`src/rtl/tx_arb_pkg.sv`:
```
// Shared types, widths and helpers for the tx_raw frame arbiter.
package tx_arb_pkg;

   typedef enum logic [1:0] {
      IDLE  = 2'd0,
      XFER  = 2'd1,
      DRAIN = 2'd2,
      GAP   = 2'd3
   } state_t;

   localparam int GRANT_W    = 3;
   localparam int WORD_CNT_W = 12;

   // Add and clamp at 0xFFFF so statistics stick at full scale instead of wrapping.
   function automatic logic [15:0] sat_inc16(input logic [15:0] val, input logic [15:0] inc);
      logic [16:0] sum;
      sum = {1'b0, val} + {1'b0, inc};
      return sum[16] ? 16'hFFFF : sum[15:0];
   endfunction

endpackage

```
`src/rtl/rr_pick.sv`:
```
// Rotating-priority picker: first candidate at or after ptr, wrapping modulo N.
// Purely combinational; no backpressure.
module rr_pick
   import tx_arb_pkg::*;
#(
   parameter int N = 3
) (
   input  logic [N-1:0]       cand,
   input  logic [GRANT_W-1:0] ptr,
   output logic [N-1:0]       onehot,
   output logic [GRANT_W-1:0] idx
);

   logic found;

   always_comb begin
      onehot = '0;
      idx    = '0;
      found  = 1'b0;
      for (int k = 0; k < N; k++) begin
         for (int i = 0; i < N; i++) begin
            if (!found && cand[i] && (i == (int'(ptr) + k) % N)) begin
               found     = 1'b1;
               onehot[i] = 1'b1;
               idx       = GRANT_W'(i);
            end
         end
      end
   end

endmodule

```
`src/rtl/tx_frame_arbiter.sv`:
```
// Whole-frame arbiter sharing the tx_raw write port; truncates frames at MAX_WORDS and keeps statistics.
// Grant 1 cycle after sof in IDLE, then 0-latency pass-through; tx_stop combinationally stalls src_ready/tx_we.
// TX_ARB_STRICT_PRIO_EN: source 0 wins whenever it requests, others stay round-robin.
module tx_frame_arbiter
   import tx_arb_pkg::*;
#(
   parameter int N_SRC      = 3,
   parameter int MAX_WORDS  = 2250,
   parameter int GAP_CYCLES = 1
) (
   input  logic                  clk,
   input  logic                  reset,
   input  logic [32*N_SRC-1:0]   src_data,
   input  logic [N_SRC-1:0]      src_sof,
   input  logic [N_SRC-1:0]      src_last,
   input  logic [N_SRC-1:0]      src_valid,
   output logic [N_SRC-1:0]      src_ready,
   output logic [31:0]           tx_data,
   output logic                  tx_sof,
   output logic                  tx_we,
   input  logic                  tx_stop,
   output logic [GRANT_W-1:0]    grant_id,
   output logic                  busy,
   output logic [31:0]           frame_count,
   output logic [15:0]           trunc_count,
   output logic [15:0]           orphan_count
);

   localparam logic [WORD_CNT_W-1:0] LAST_CNT  = WORD_CNT_W'(MAX_WORDS - 1);
   localparam logic [15:0]           GAP_LAST  = 16'(GAP_CYCLES - 1);
   localparam state_t                END_STATE = (GAP_CYCLES > 0) ? GAP : IDLE;

   state_t                 state, state_nxt;
   logic [GRANT_W-1:0]     rr_ptr, rr_next;
   logic [WORD_CNT_W-1:0]  word_cnt;
   logic [15:0]            gap_cnt;

   logic [N_SRC-1:0]       cand, pick_cand, pick_onehot, orphan_vec, gnt_1h;
   logic [GRANT_W-1:0]     pick_idx;
   logic                   pick_any;
   logic [15:0]            orphan_n;

   logic [31:0]            sel_data;
   logic                   sel_valid, sel_sof, sel_last;
   logic                   xfer_we, frame_end, trunc, drain_end, gap_done;

   assign cand       = src_valid & src_sof;
   assign orphan_vec = src_valid & ~src_sof;

`ifdef TX_ARB_STRICT_PRIO_EN
   assign pick_cand = cand[0] ? {{(N_SRC-1){1'b0}}, 1'b1} : cand;
`else
   assign pick_cand = cand;
`endif

   rr_pick #(.N(N_SRC)) u_pick (
      .cand   (pick_cand),
      .ptr    (rr_ptr),
      .onehot (pick_onehot),
      .idx    (pick_idx)
   );

   assign pick_any = |pick_onehot;

   always_comb begin
      sel_data  = '0;
      sel_valid = 1'b0;
      sel_sof   = 1'b0;
      sel_last  = 1'b0;
      gnt_1h    = '0;
      orphan_n  = '0;
      for (int i = 0; i < N_SRC; i++) begin
         orphan_n = orphan_n + 16'(orphan_vec[i]);
         if (grant_id == GRANT_W'(i)) begin
            gnt_1h[i] = 1'b1;
            sel_data  = src_data[32*i +: 32];
            sel_valid = src_valid[i];
            sel_sof   = src_sof[i];
            sel_last  = src_last[i];
         end
      end
   end

   assign xfer_we   = (state == XFER) && sel_valid && !tx_stop;
   assign frame_end = xfer_we && sel_last;
   // The MAX_WORDS-th word still goes out; only what follows it is discarded.
   assign trunc     = xfer_we && !sel_last && (word_cnt == LAST_CNT);
   assign drain_end = (state == DRAIN) && sel_valid && sel_last;
   assign gap_done  = (state == GAP) && (gap_cnt == GAP_LAST);
   assign rr_next   = (grant_id == GRANT_W'(N_SRC - 1)) ? '0 : grant_id + 1'b1;

   always_ff @(posedge clk) begin
      if (reset) state <= IDLE;
      else       state <= state_nxt;
   end

   always_comb begin
      state_nxt = state;
      case (state)
         IDLE:    if (pick_any)  state_nxt = XFER;
         XFER:    if (frame_end) state_nxt = END_STATE;
                  else if (trunc) state_nxt = DRAIN;
         DRAIN:   if (drain_end) state_nxt = END_STATE;
         GAP:     if (gap_done)  state_nxt = IDLE;
         default: state_nxt = IDLE;
      endcase
   end

   always_comb begin
      src_ready = '0;
      tx_we     = 1'b0;
      tx_sof    = 1'b0;
      tx_data   = sel_data;
      busy      = (state == XFER) || (state == DRAIN);
      if (!reset) begin
         case (state)
            IDLE:  src_ready = orphan_vec;
            XFER: begin
               src_ready = gnt_1h & {N_SRC{~tx_stop}};
               tx_we     = xfer_we;
               tx_sof    = sel_sof && (word_cnt == '0);
            end
            DRAIN: src_ready = gnt_1h;
            default: src_ready = '0;
         endcase
      end
   end

   always_ff @(posedge clk) begin
      if (reset) begin
         grant_id     <= '0;
         rr_ptr       <= '0;
         word_cnt     <= '0;
         gap_cnt      <= '0;
         frame_count  <= '0;
         trunc_count  <= '0;
         orphan_count <= '0;
      end else begin
         if (state == IDLE) begin
            orphan_count <= sat_inc16(orphan_count, orphan_n);
            if (pick_any) begin
               grant_id <= pick_idx;
               word_cnt <= '0;
            end
         end
         if (xfer_we)               word_cnt    <= word_cnt + 1'b1;
         if (frame_end)             frame_count <= frame_count + 1'b1;
         if (frame_end || drain_end) rr_ptr     <= rr_next;
         if (trunc)                 trunc_count <= sat_inc16(trunc_count, 16'd1);
         if (state == GAP)          gap_cnt     <= gap_cnt + 1'b1;
         else                       gap_cnt     <= '0;
      end
   end

endmodule

```
`config.mk`:
```
export PLATFORM = sky130hd
export DESIGN_NAME = tx_frame_arbiter
export DESIGN_NICKNAME = d
export VERILOG_FILES = /design/src/rtl/tx_arb_pkg.sv /design/src/rtl/rr_pick.sv /design/src/rtl/tx_frame_arbiter.sv
export SDC_FILE = /design/constraint.sdc
export NUM_CORES = 1
export LEC_CHECK = 0
export ABC_AREA = 1
export CAP_MARGIN = 20
export CELL_PAD_IN_SITES_DETAIL_PLACEMENT = 1
export CELL_PAD_IN_SITES_GLOBAL_PLACEMENT = 1
export CORE_ASPECT_RATIO = 1.1
export CORE_MARGIN = 4
export CORE_UTILIZATION = 35
export CTS_CLUSTER_SIZE = 14
export DETAILED_ROUTE_END_ITERATION = 6
export HOLD_SLACK_MARGIN = 0.05
export PLACE_DENSITY = 0.85
export SLEW_MARGIN = 30
export SYNTH_ARGS = -nofsm -noshare
export SYNTH_HDL_FRONTEND = slang
export SYNTH_SLANG_ARGS = --single-unit
```
`constraint.sdc`:
```
create_clock -name clk -period 6.45 [get_ports clk]
set_input_delay 0.645 -clock clk [delete_from_list [all_inputs] [get_ports clk]]
set_output_delay 0.645 -clock clk [all_outputs]
set_load 0.005 [all_outputs]
```
### Word level (Yosys, flattened, before mapping)

Index checks and enable logic that the tools add are counted.

* output and inout port bits: 105
* logic and storage cells: 152
* bits in registers: 100

* eq/ne operators: 16
* reductions and logical operators: 52
* divide/modulo/power cells: 3
* muxes and demuxes: 57
* add/subtract/negate cells: 10
* bitwise operators: 6

Operators with widths (count)
* $eq 2x32->1 const A: 3
* $eq 3x32->1 const A: 3
* $logic_not 32->1: 3
* $mux 32: 3
* $mod 32x3->32 const B: 2
* $mux 12: 3
* $mux 1: 33
* $add 32x1->32 const B: 1
* $mod 4x3->32 const B: 1
* $mux 16: 2
* $logic_and 1x1->1: 26
* $mux 2: 12
* $add 16x1->17 const B: 1
* $add 16x3->17: 1
* $add 16x1->16 const B: 1
* $logic_not 16->1: 1
* $add 12x1->12 const B: 1
* $eq 12x12->1 const B: 1
* $logic_not 12->1: 1
* $logic_not 1->1: 10
* $and 3x3->3: 3
* $pmux 3 s3: 1
* $pmux 2 s4: 1
* $mux 3: 2
* other kinds (21): 28

### Logic depth before layout (Yosys ltp)

Gate-level depths: netlist of run 1.

* word-level depth: 40
* mapped depth: 28

### By module

From an unflattened synthesis of run 1, not the netlist that was laid out.

* cell total of the unflattened synthesis: 1262
* area, all modules: 7581.0 um^2

Modules (own cells, without submodules)
* tx_frame_arbiter: area each 6397.4 um^2, times used 1, cells an instance 1045
* rr_pick: area each 1183.6 um^2, times used 1, cells an instance 217

### Worst setup path before layout of run 1

Ideal clock, no wire load.

* path type: reg2reg
* start point: reg rr_ptr[0]
* end point: reg word_cnt[0]
* stages on the path, launching flop included: 26
* slack: 2.924 ns
* arrival: 3.417 ns
* clock period less this slack: 3.526 ns
* cells stage by stage: dfxtp_1 > buf_6 > clkinv_1 > ha_1 > ha_1 > ha_1 > inv_1 > nand4_1 > and2_1 > ha_1 > inv_1 > a21oi_1 > a21oi_1 > nand3_1 > a21oi_1 > nand4_1 > nor2_1 > nand3_1 > nand3_1 > nor2_1 > nand4_2 > nand2_4 > nand2_4 > nand2_1 > nand2_1 > inv_1

* longest elaborated chain between the ends: 39

RTL lines
* start, declared: line tx_frame_arbiter.sv:34 `logic [GRANT_W-1:0] rr_ptr, rr_next;`
* start signal, assigned: line tx_frame_arbiter.sv:148 `if (frame_end || drain_end) rr_ptr <= rr_next;`
* parallel branches: the longest is 36 deep, another holds $mod 32x3->32
* $reduce_or 3->1 *: line tx_frame_arbiter.sv:63 `assign pick_any = |pick_onehot;`
* $reduce_bool 2->1 (no source line) *
* $reduce_and 2->1 (no source line) *
* end signal, assigned: line tx_frame_arbiter.sv:146 `if (xfer_we) word_cnt <= word_cnt + 1'b1;`
* end, declared: line tx_frame_arbiter.sv:35 `logic [WORD_CNT_W-1:0] word_cnt;`

Mark *: on every way between the ends.
A chain may end at the register's enable or synchronous reset.

### Worst setup path in the final report of run 1

* start point: reg rr_ptr[0]
* end point: reg word_cnt[11]

Same word-level chain as after synthesis.

==> summary.txt, run 1 <==
Clock network
  – Clock sink count: 99
  – Deepest level of the CTS H-tree: 3
  – Clock network latency to the later pin of the worst-skew pair: 0.35 ns
  – Cell at the root of the clock tree: clkbuf_16
  – Number of setup buffers added after CTS: 0
  – Post-cts hold buffer count: 0
  – Gates resized, CTS repair: 0
  – CTS clock-pin slew for the worst setup and hold paths: around 0.070 ns
  – Number of buffers created by CTS: 9
  – Maximum count of clock buffers along a single path: 2
  – CTS tree: built

Synthesis
  – Per-instance average area after synthesis: 6.400 um^2
  – Dominant synthesized flop cell: dfxtp_1
  – Number of flops mapped to enable cells by yosys: 0
  – Number of register bits inferred by synthesis: a little under 100
  – XOR/XNOR Fraction of Synth Area: 2.754%
  – Sequential-to-total area share from yosys stat: 28.33%
  – Main area contributors after synthesis: dfxtp_1 28%, nand2_1 15%, inv_1 7.7%
  – Area share of and/or/nand/nor cells after synthesis: roughly two fifths
  – Netlist area before placement: approximately 7000 um^2
  – Mux cell area share after synthesis: less than 1%
  – Cell count after synthesis: 1,093
  – Top cell type's share of synthesized area: between 20 and 30%
  – Yosys warnings: 0
  – Async S/R FF share, synth: 0%
  – Post-synthesis adder-cell area fraction: around 6.5%
  – Synth Net Count: 1,236
  – Cell type with the largest total area after synthesis: dfxtp_1
  – Largest family of logic cells by synthesized area: simple AND/OR/NAND/NOR gates
  – Yosys cell types: 57
  – Synthesized-area fraction occupied by ao, oa, aoi and oai cells: 12.34%

Finish
  – Util after Layout: about half
  – Growth of design area from synthesis to finish: 37.42%
  – Most common cell after layout, fill and taps aside: nand2_1
  – Antenna diodes: 0
  – Top library cells by usage in the layout, fill and taps aside: 287 x nand2_1, 210 x clkdlybuf4s50_1, 143 x inv_1, 99 x dfxtp_1, 98 x nor2_1
  – Post-Layout Inst Area: 9613 um^2
  – Fraction of final layout cells sized beyond drive strength 1: 5.714%
  – Total number of nets in the final design: around 1,400
  – Final Non-Filler Cells: approximately 1,500

Route
  – Detail-routed via count per cell: ~5.1
  – Final routed wire length divided by cell count: approximately 16 um
  – 1st-pass router iterations: 4
  – Total wirelength of the detailed-routed design: 24,770 um
  – Number of violations reported at the end of detailed-routing iteration 0: 307
  – Routed vias: between 7,000 and 8,000
  – DRC viols: 0
  – Post-detailed-route count of antenna-violating nets: 0

Setup path
  – Startpoint of the lowest-slack register-to-register path: rr_ptr[0]
  – Family of cells with the greatest summed delay on the critical path: simple AND/OR/NAND/NOR gates
  – CP bufs+invs: 4
  – End of the worst register-to-register path: word_cnt[11]
  – Critical path endpoint category: flop
  – Worst reg-to-reg path cell count: 24
  – Worst setup path class: reg2reg
  – Total stage count of the critical path: 24
  – CP Data Required Time: between 6 and 7 ns
  – Worst-path maximum fanout: 13
  – Slowest stage cell on the critical path: dfxtp_1
  – First element of the critical path: rr_ptr[0]
  – Cells along the critical path: clkinv_1 -> ha_1 -> ha_1 -> ha_1 -> inv_1 -> nand4_1 -> and2_1 -> ha_1 -> inv_1 -> a21oi_1 -> a21oi_1 -> nand3_1 -> a21oi_1 -> nand4_1 -> nor2_1 -> nand3_1 -> nand3_1 -> nor2_1 -> nand4_2 -> nand2_4 -> nand2_4 -> nand2_1 -> nand2_1 -> inv_1
  – Largest stage delay on the critical path: 0.59 ns
  – Critical Path Source Type: flop
  – Cell repeated most along the worst path: ha_1
  – Reg-to-reg slack, setup: ~2.1 ns
  – Data arrival at the endpoint of the critical path: ~4.6 ns
  – Capturing instance or port of the critical path: word_cnt[11]

Die
  – Vertical die dimension: 156.3 um
  – Site Rows: between 50 and 60
  – Top-Level Pins: about 210
  – Die footprint: roughly 22,000 um^2
  – Starting utilization of the core area: 36.13%
  – Core box area: ~19,000 um^2
  – Die width: 142.8 um

Global route
  – Vias in the first global route: 8,095
  – Global routing usage summed across all routing layers: between 20 and 25%
  – Largest net degree at the start of global routing: 38
  – Global-route wire length before repair: between 40,000 and 50,000 um
  – Initial antenna violation count: 0
  – GR Overflow Total: 0

Power and ir drop
  – Static leakage: between 3 and 4 nW
  – Total power per unit cell area: between 200 and 250 nW/um^2
  – Total power of the final layout: 2.388 mW
  – Largest vdd supply drop: 0.1235 mV

Placed design
  – Inst Count DP: about 1,500
  – DP Wirelength: about 20,000 um
  – Post-Place Worst Slack: ~2.2 ns
  – Buffers added on ports: between 200 and 250
  – Instance area at placement: about 9300 um^2
  – Gpl congestion: approximately 0.85

STA
  – Final critical-path share of the clock period: between 60% and 70%
  – Fmax achieved: between 200 and 250 MHz
  – Max-slew headroom: about two fifths
  – Total Neg Setup Slack: 0 ns
  – Post-route worst hold slack: 0.4663 ns
  – Setup repair after global routing missed its margin: false
  – Least-Margin Pin Slew: a little over 0.9 ns
  – Final Hold Viols: 0
  – Finish-stage setup viols: 0
  – PnR worst setup slack: about 2.1 ns
  – Final count of pins violating max slew: 0
  – Max Clock Skew: 0.007822 ns
  – Final Critical Period: between 4 and 5 ns

Job
  – Max capacitance violation total: 0

Min path
  – Worst Hold Launch: gap_cnt[0]
  – Path class of the lowest-slack min-delay path: reg2reg

Status
  – Status: complete, no violations
## cell families after synthesis
| logic type | count (synthesis) |
|---|---|
| and+or+nand+nor | 593 |
| buffers and inverters | 182 |
| AOI/OAI and AO/OA | 159 |
| DFF | 99 |
| adders and majority gates | 35 |
| xor gates and xnor gates | 22 |
| muxes | 2 |
| other | 1 |
## metal layers
metal / part of all wire (%) / track usage, % / vias up
met5: 0 / 0 / -
met4: 1.6 / 5.297 / 0
met3: 1.9 / 2.567 / 35
li1: - / - / 3946
met2: 51 / 39.28 / 90
met1: 46 / 28.62 / 3727
## Yosys cell counts (2+ instances only)
cell / count
nand2_2: 6
nand2_1: 287
o21a_1: 5
nand4_1: 27
o21ai_1: 2
a211oi_1: 2
fa_1: 2
inv_2: 8
clkinv_1: 2
nor3_1: 28
xor2_1: 20
buf_2: 2
nand2_4: 6
and3_1: 3
clkbuf_1: 22
nor2_2: 2
nand3_1: 90
nor2_4: 7
nor3_4: 3
nor2_1: 98
mux2i_1: 2
xnor2_1: 2
o21ai_0: 51
a31oi_1: 10
nor4_1: 11
nand3b_1: 2
dfxtp_1: 99
nand4_2: 2
or2_2: 7
ha_1: 33
a22oi_1: 3
nand3_2: 4
inv_1: 143
a21oi_1: 79
## how the worst min path moves through the flow
stage,endpoint,depth (start not counted)
global placement,gap_cnt[0],1
floorplan,gap_cnt[0],1
detailed placement,gap_cnt[0],1
global route,gap_cnt[0],1
finish,gap_cnt[0],1
CTS,gap_cnt[0],1
## cell type report
cell class | count | area (um^2)
multi-input cells | 812 | 4313
flip-flops and latches | 99 | 1982
repair buffers | 214 | 2130
inverters | 155 | 585.6
fillers | 2531 | 9751
well taps | 247 | 309.0
clock inverters | 4 | 51.30
clock buffers | 11 | 242.7
## flip-flops by register name, summed over array words and instances (netlist names)
| name | count |
|---|---|
| state | 2 |
| rr_ptr | 3 |
| trunc_count | 16 |
| word_cnt | 12 |
| gap_cnt | 16 |
| orphan_count | 16 |
| grant_id | 2 |
| frame_count | 32 |
## power breakdown
part,internal (mW),total [mW],switching (mW)
Clock,0.310,0.550,0.241
Combinational,0.513,1.16,0.650
Sequential,0.633,0.674,0.0408
Total,1.46,2.39,0.932
Power figures use the tool's default switching activity.
==> inputs of run 2 (changes only) <==
--- a/config.mk
+++ b/config.mk
@@ -11,11 +11,11 @@
 export CELL_PAD_IN_SITES_GLOBAL_PLACEMENT = 1
 export CORE_ASPECT_RATIO = 1.1
 export CORE_MARGIN = 4
-export CORE_UTILIZATION = 35
+export CORE_UTILIZATION = 30
 export CTS_CLUSTER_SIZE = 14
 export DETAILED_ROUTE_END_ITERATION = 6
 export HOLD_SLACK_MARGIN = 0.05
-export PLACE_DENSITY = 0.85
+export PLACE_DENSITY = 0.78
 export SLEW_MARGIN = 30
 export SYNTH_ARGS = -nofsm -noshare
 export SYNTH_HDL_FRONTEND = slang
==> constraint.sdc (replaced) <==
create_clock -name clk -period 3.45 [get_ports clk]
set_input_delay 0.345 -clock clk [delete_from_list [all_inputs] [get_ports clk]]
set_output_delay 0.345 -clock clk [all_outputs]
set_load 0.005 [all_outputs]
==> summary.txt, run 2 (synthesized netlist as in run 1, its figures left out) <==
Placed design
  – DP Wirelength: 20,340 um (+2.6%)
  – Buffers added on ports: 211 (unchanged)
  – Post-Place Worst Slack: -0.1506 ns (-2.306 ns)
  – Gpl congestion: 0.8796 (+3.9%)

STA
  – PnR worst setup slack: -0.007893 ns (-2.145 ns)
  – Post-route worst hold slack: 0.4666 ns (+0.0002980 ns)
  – Max Clock Skew: 0.01099 ns (+0.003171 ns)
  – Total Neg Setup Slack: -0.007893 ns (-0.007893 ns)
  – Setup repair after global routing missed its margin: true
  – Fmax achieved: 289.2 MHz (+25%)
  – Final count of pins violating max slew: 0 (unchanged)
  – Final Hold Viols: 0 (unchanged)
  – Finish-stage setup viols: 1 (+1)
  – Least-Margin Pin Slew: 0.6761 ns (-0.2359 ns)
  – Max-slew headroom: 54.93% (+16 points)
  – Final Critical Period: 3.458 ns (-0.8547 ns)
  – Final critical-path share of the clock period: 100.2% (+33 points)

Route
  – DRC viols: 0 (unchanged)
  – Number of violations reported at the end of detailed-routing iteration 0: 370 (+21%)
  – Detail-routed via count per cell: 4.896 (-3.2%)
  – Total wirelength of the detailed-routed design: 26,340 um (+6.3%)
  – Routed vias: 8,014 (+2.8%)
  – Post-detailed-route count of antenna-violating nets: 0 (unchanged)
  – Final routed wire length divided by cell count: 16.09 um (+0.17%)
  – 1st-pass router iterations: 4 (unchanged)

Finish
  – Area occupied by multi-input gates: 4564 um^2 (+5.8%)
  – Area taken by flip-flops and latches: 1991 um^2 (+0.44%)
  – Total number of nets in the final design: 1,475 (+2.9%)
  – Top register by number of flip-flops: frame_count
  – Most common cell after layout, fill and taps aside: nand2_1
  – Number of flip-flops under the largest register name: 32 (unchanged)
  – Top library cells by usage in the layout, fill and taps aside: 277 x nand2_1, 210 x clkdlybuf4s50_1, 137 x inv_1, 96 x dfxtp_1, 94 x nor2_1
  – Growth of design area from synthesis to finish: 46.34%
  – Fraction of final layout cells sized beyond drive strength 1: 12.27% (+6.6 points)
  – Antenna diodes: 0 (unchanged)
  – Util after Layout: 44.64% (-5.0 points)
  – Filler Cells Inserted: 3,009 (+19%)

Clock network
  – CTS clock-pin slew for the worst setup and hold paths: 0.07 ns (about the same)
  – Deepest level of the CTS H-tree: 3 (unchanged)
  – CTS tree: built
  – Clock network latency to the later pin of the worst-skew pair: 0.35 ns (about the same)
  – Clock sink count: 99 (unchanged)
  – Maximum count of clock buffers along a single path: 2 (unchanged)
  – Number of buffers created by CTS: 9 (unchanged)
  – Cell at the root of the clock tree: clkbuf_16

Setup path
  – Critical Path Source Type: flop
  – CP Data Required Time: 3.70 ns (-3.00 ns)
  – Data arrival at the endpoint of the critical path: 3.71 ns (-0.85 ns)
  – Worst setup path class: reg2reg
  – Worst-path maximum fanout: 5 (-8)
  – Critical path endpoint category: flop

Die
  – Die footprint: 25,830 um^2 (+16%)
  – Core box area: 22,930 um^2 (+18%)
  – Site Rows: 58 (+9.4%)
  – Starting utilization of the core area: 30.51% (-5.6 points)
  – Top-Level Pins: 213 (unchanged)
  – Die width: 153.6 um (+7.6%)
  – Vertical die dimension: 168.2 um (+7.6%)

Global route
  – Vias in the first global route: 8,286 (+2.4%)
  – GR Overflow Total: 0 (unchanged)
  – Global-route wire length before repair: 42,190 um (+3.6%)
  – Initial antenna violation count: 0 (unchanged)
  – Global routing usage summed across all routing layers: 19.54% (-2.6 points)
  – Largest net degree at the start of global routing: 36 (-5.3%)

Status
  – Failing checks: negative setup slack
  – Status: complete, but fails checks

Power and ir drop
  – Static leakage: 4.003 nW (+6.0%)
  – Total power per unit cell area: 462.7 nW/um^2 (+86%)
  – Total power of the final layout: 4.737 mW (+98%)
  – Largest vdd supply drop: 0.2521 mV (+100%)

Min path
  – Path class of the lowest-slack min-delay path: in2reg

Job
  – Max capacitance violation total: 0 (unchanged)
## run 2: cell types whose count changed in the layout (fill, tap and decap cells not counted), sizes merged
cell,previous run,this run
buf,4,44
clkbuf,11,10
nand2,299,300
bufinv,1,0
clkinv,5,7
inv,152,153
## run 2: worst max-delay path, stage by stage, from the launching register on
cell,delay (ns)
dfxtp_4,0.38
ha_4,0.17
inv_2,0.06
nand2_4,0.06
nand3_4,0.09
inv_4,0.04
ha_4,0.16
ha_4,0.16
inv_4,0.07
nand4_1,0.13
and2_4,0.19
ha_4,0.18
inv_2,0.07
a21oi_1,0.04
a21oi_1,0.12
nand3_1,0.14
a21oi_1,0.19
nand4_1,0.11
nor2_1,0.16
nand3_2,0.12
nand4_1,0.17
nor2_2,0.07
nand4_1,0.17
nand3_1,0.12
nand2_1,0.10
nor2_1,0.05
## run 2: path summary, 6_finish.rpt
path              start        endpoint  slack, ns  cells past startpoint
max reg2reg   rr_ptr[1]        state[0]     -0.008                     25
max           rr_ptr[1]        state[0]     -0.008                     25
min               reset  trunc_count[3]       0.47                      2
min reg2reg  gap_cnt[0]      gap_cnt[0]       0.48                      1
## run 2: routing by layer
layer / part of all wire, % / wire (um) / global-route usage, % / up-vias
li1: - / - / - / 4025
met3: 2.0 / 528 / 2.031 / 31
met2: 52 / 13830 / 35.68 / 99
met5: 0 / 0 / 0 / -
met4: 1.8 / 480 / 5.069 / 0
met1: 44 / 11510 / 24.53 / 3859
## run 2: what timing repair did
item	in CTS	in global routing
cloned	1	0
resized for setup	10	57
endpoints found under the setup margin	16	16
setup buffers	1	8
pin swaps	5	19
hold buffers	0	0
## run 2: cell type report
cell class                 instances  share of cell area (%)
sequential                        99                   19.45
clock inverter                     6                  0.3911
clock buffer                      10                   2.334
inverter                         155                   5.805
multi-input combinational        813                   44.59
tap                              300                   3.667
timing repair buffer             254                   23.77
## run 2: where the power goes
group | switching, mW | total, mW | internal (mW)
Combinational | 1.35 | 2.50 | 1.15
Clock | 0.466 | 0.975 | 0.510
Sequential | 0.0731 | 1.26 | 1.19
Total | 1.89 | 4.74 | 2.85
## run 2: per-stage QoR
step,cell area [um^2],cells
after floorplan,6997,1093
after global placement,9619,1611
after detailed placement,9619,1611
after CTS,9935,1629
after global routing,10240,1637
final,10240,1637
==> inputs of run 3 (changes only) <==
--- a/config.mk
+++ b/config.mk
@@ -10,12 +10,14 @@
 export CELL_PAD_IN_SITES_DETAIL_PLACEMENT = 1
 export CELL_PAD_IN_SITES_GLOBAL_PLACEMENT = 1
 export CORE_ASPECT_RATIO = 1.1
-export CORE_MARGIN = 4
+export CORE_MARGIN = 2
 export CORE_UTILIZATION = 30
 export CTS_CLUSTER_SIZE = 14
 export DETAILED_ROUTE_END_ITERATION = 6
 export HOLD_SLACK_MARGIN = 0.05
+export MAX_ROUTING_LAYER = met4
 export PLACE_DENSITY = 0.78
+export RECOVER_POWER = 25
 export SLEW_MARGIN = 30
 export SYNTH_ARGS = -nofsm -noshare
 export SYNTH_HDL_FRONTEND = slang
==> summary.txt, run 3 (synthesized netlist as in run 1, its figures left out) <==
Placed design
  – Buffers added on ports: 211 (unchanged)
  – DP Wirelength: 19,960 um (-1.9%)
  – Gpl congestion: 0.8748 (-0.55%)

Setup path
  – Data arrival at the endpoint of the critical path: 3.69 ns (-0.02 ns)
  – Worst setup path class: reg2reg
  – Critical path endpoint category: flop
  – Worst-path maximum fanout: 4 (-1)
  – Slowest stage cell on the critical path: dfxtp_4
  – Largest stage delay on the critical path: 0.38 ns (about the same)
  – Critical Path Source Type: flop
  – Startpoint of the lowest-slack register-to-register path: rr_ptr[1]
  – First element of the critical path: rr_ptr[1]
  – CP Data Required Time: 3.70 ns (about the same)

Finish
  – Number of flip-flops under the largest register name: 32 (unchanged)
  – Top register by number of flip-flops: frame_count
  – Total number of nets in the final design: 1,481 (+0.41%)
  – Top library cells by usage in the layout, fill and taps aside: 278 x nand2_1, 166 x clkdlybuf4s50_1, 134 x inv_1, 96 x dfxtp_1, 93 x nor2_1
  – Growth of design area from synthesis to finish: 47.68%
  – Most common cell after layout, fill and taps aside: nand2_1
  – Area occupied by multi-input gates: 4572 um^2 (+0.16%)
  – Filler Cells Inserted: 2,940 (-2.3%)
  – Area taken by flip-flops and latches: 1991 um^2 (unchanged)
  – Fraction of final layout cells sized beyond drive strength 1: 13.18% (+0.91 points)
  – Antenna diodes: 0 (unchanged)

Die
  – Die width: 149.6 um (-2.6%)
  – Site Rows: 58 (unchanged)
  – Top-Level Pins: 213 (unchanged)
  – Core box area: 22,860 um^2 (-0.32%)
  – Vertical die dimension: 164.2 um (-2.4%)
  – Starting utilization of the core area: 30.60% (+0.097 points)
  – Die footprint: 24,560 um^2 (-4.9%)

STA
  – Final Critical Period: 3.443 ns (-0.01510 ns)
  – Final critical-path share of the clock period: 99.79% (-0.44 points)
  – Least-Margin Pin Slew: 0.5703 ns (-0.1058 ns)
  – Max-slew headroom: 61.45% (+6.5 points)
  – Finish-stage setup viols: 0 (-1)
  – Setup repair after global routing missed its margin: true
  – Final count of pins violating max slew: 0 (unchanged)
  – Final Hold Viols: 0 (unchanged)
  – Post-route worst hold slack: 0.4619 ns (-0.004657 ns)
  – Max Clock Skew: 0.008529 ns (-0.002465 ns)
  – Fmax achieved: 290.5 MHz (+0.44%)

Global route
  – Vias in the first global route: 8,212 (-0.89%)
  – Largest net degree at the start of global routing: 36 (unchanged)
  – Initial antenna violation count: 0 (unchanged)
  – Global routing usage summed across all routing layers: 21.41% (+1.9 points)
  – Global-route wire length before repair: 41,300 um (-2.1%)
  – GR Overflow Total: 0 (unchanged)

Job
  – Max capacitance violation total: 0 (unchanged)

Min path
  – Path class of the lowest-slack min-delay path: in2reg
  – Worst Hold Launch: reset

Route
  – Number of violations reported at the end of detailed-routing iteration 0: 331 (-11%)
  – 1st-pass router iterations: 4 (unchanged)
  – Detail-routed via count per cell: 4.870 (-0.53%)
  – Routed vias: 8,001 (-0.16%)
  – Final routed wire length divided by cell count: 15.83 um (-1.6%)
  – DRC viols: 0 (unchanged)
  – Post-detailed-route count of antenna-violating nets: 0 (unchanged)
  – Total wirelength of the detailed-routed design: 26,020 um (-1.2%)

Power and ir drop
  – Static leakage: 4.202 nW (+5.0%)
  – Total power of the final layout: 4.926 mW (+4.0%)
  – Largest vdd supply drop: 0.2090 mV (-17%)
  – Total power per unit cell area: 476.8 nW/um^2 (+3.0%)

Clock network
  – Post-cts hold buffer count: 0 (unchanged)
  – Deepest level of the CTS H-tree: 3 (unchanged)
  – Clock sink count: 99 (unchanged)
  – CTS clock-pin slew for the worst setup and hold paths: 0.07 ns (about the same)
  – Cell at the root of the clock tree: clkbuf_16
  – CTS tree: built
  – Number of buffers created by CTS: 9 (unchanged)
  – Clock network latency to the later pin of the worst-skew pair: 0.36 ns (about the same)
  – Maximum count of clock buffers along a single path: 2 (unchanged)

Status
  – Status: complete, no violations
[run 3: changes by cell type in the layout (fill, tap and decap cells not counted), sizes merged]
cell           previous run  this run
buf                      44        50
bufinv                    0         1
clkbuf                   10        13
clkdlybuf4s50           210       166
clkinv                    7         4
dlygate4sd3               0        44
inv                     153       152
[run 3: layout make-up]
cell class / count / area share [%]
multi-input cells: 813 / 44.25
repair buffers: 260 / 24.10
flip-flops and latches: 99 / 19.27
inverters: 155 / 5.777
well taps: 300 / 3.633
clock buffers: 13 / 2.519
clock inverters: 3 / 0.4481
[run 3: path summary, 6_finish.rpt]
check,to,cells after the start,slack (ns)
max,state[0],25,0.007
max reg2reg,state[0],25,0.007
min,frame_count[17],2,0.46
min reg2reg,gap_cnt[0],1,0.47
[run 3: per-layer routing]
metal,wire length (um),track usage (%),up-vias,share of wire (%)
met5,0,-,-,0
met4,589,6.147,0,2.3
met3,857,3.278,47,3.3
met2,13100,37.05,121,50
met1,11470,25.75,3799,44
li1,-,-,4034,-
[run 3: timing repair]
| action | CTS | global route |
|---|---|---|
| setup endpoints to repair | 16 | 16 |
| pin swaps | 6 | 30 |
| resized for setup | 11 | 65 |
| setup buffers | 2 | 9 |
| gates cloned | 0 | 1 |
[run 3: worst max-delay path, delay by kind of cell (launching register included)]
kind | cells | cell delay, ns
buffers and inverters | 4 | 0.24
DFF | 1 | 0.38
AOI/OAI and AO/OA | 3 | 0.37
adders and majority gates | 4 | 0.67
and+or+nand+nor | 14 | 1.67
[run 3: power breakdown]
part / total, mW / switching, mW / internal, mW
combinational: 2.60 / 1.40 / 1.19
clock: 1.07 / 0.462 / 0.605
sequential: 1.26 / 0.0754 / 1.19
total: 4.93 / 1.94 / 2.99
[run 3: metrics by stage]
stage	utilization [%]	cell area, um^2	worst slack [ns]	TNS [ns]	instances
after floorplan	-	6997	0.03036	0	1093
after global placement	42.21	9649	0.07996	0	1615
after detailed placement	42.21	9649	-0.1163	-1.072	1615
after CTS	43.74	10000	0.01238	0	1633
after global routing	45.19	10330	-0.1962	-2.204	1643
final	45.19	10330	0.007212	0	1643
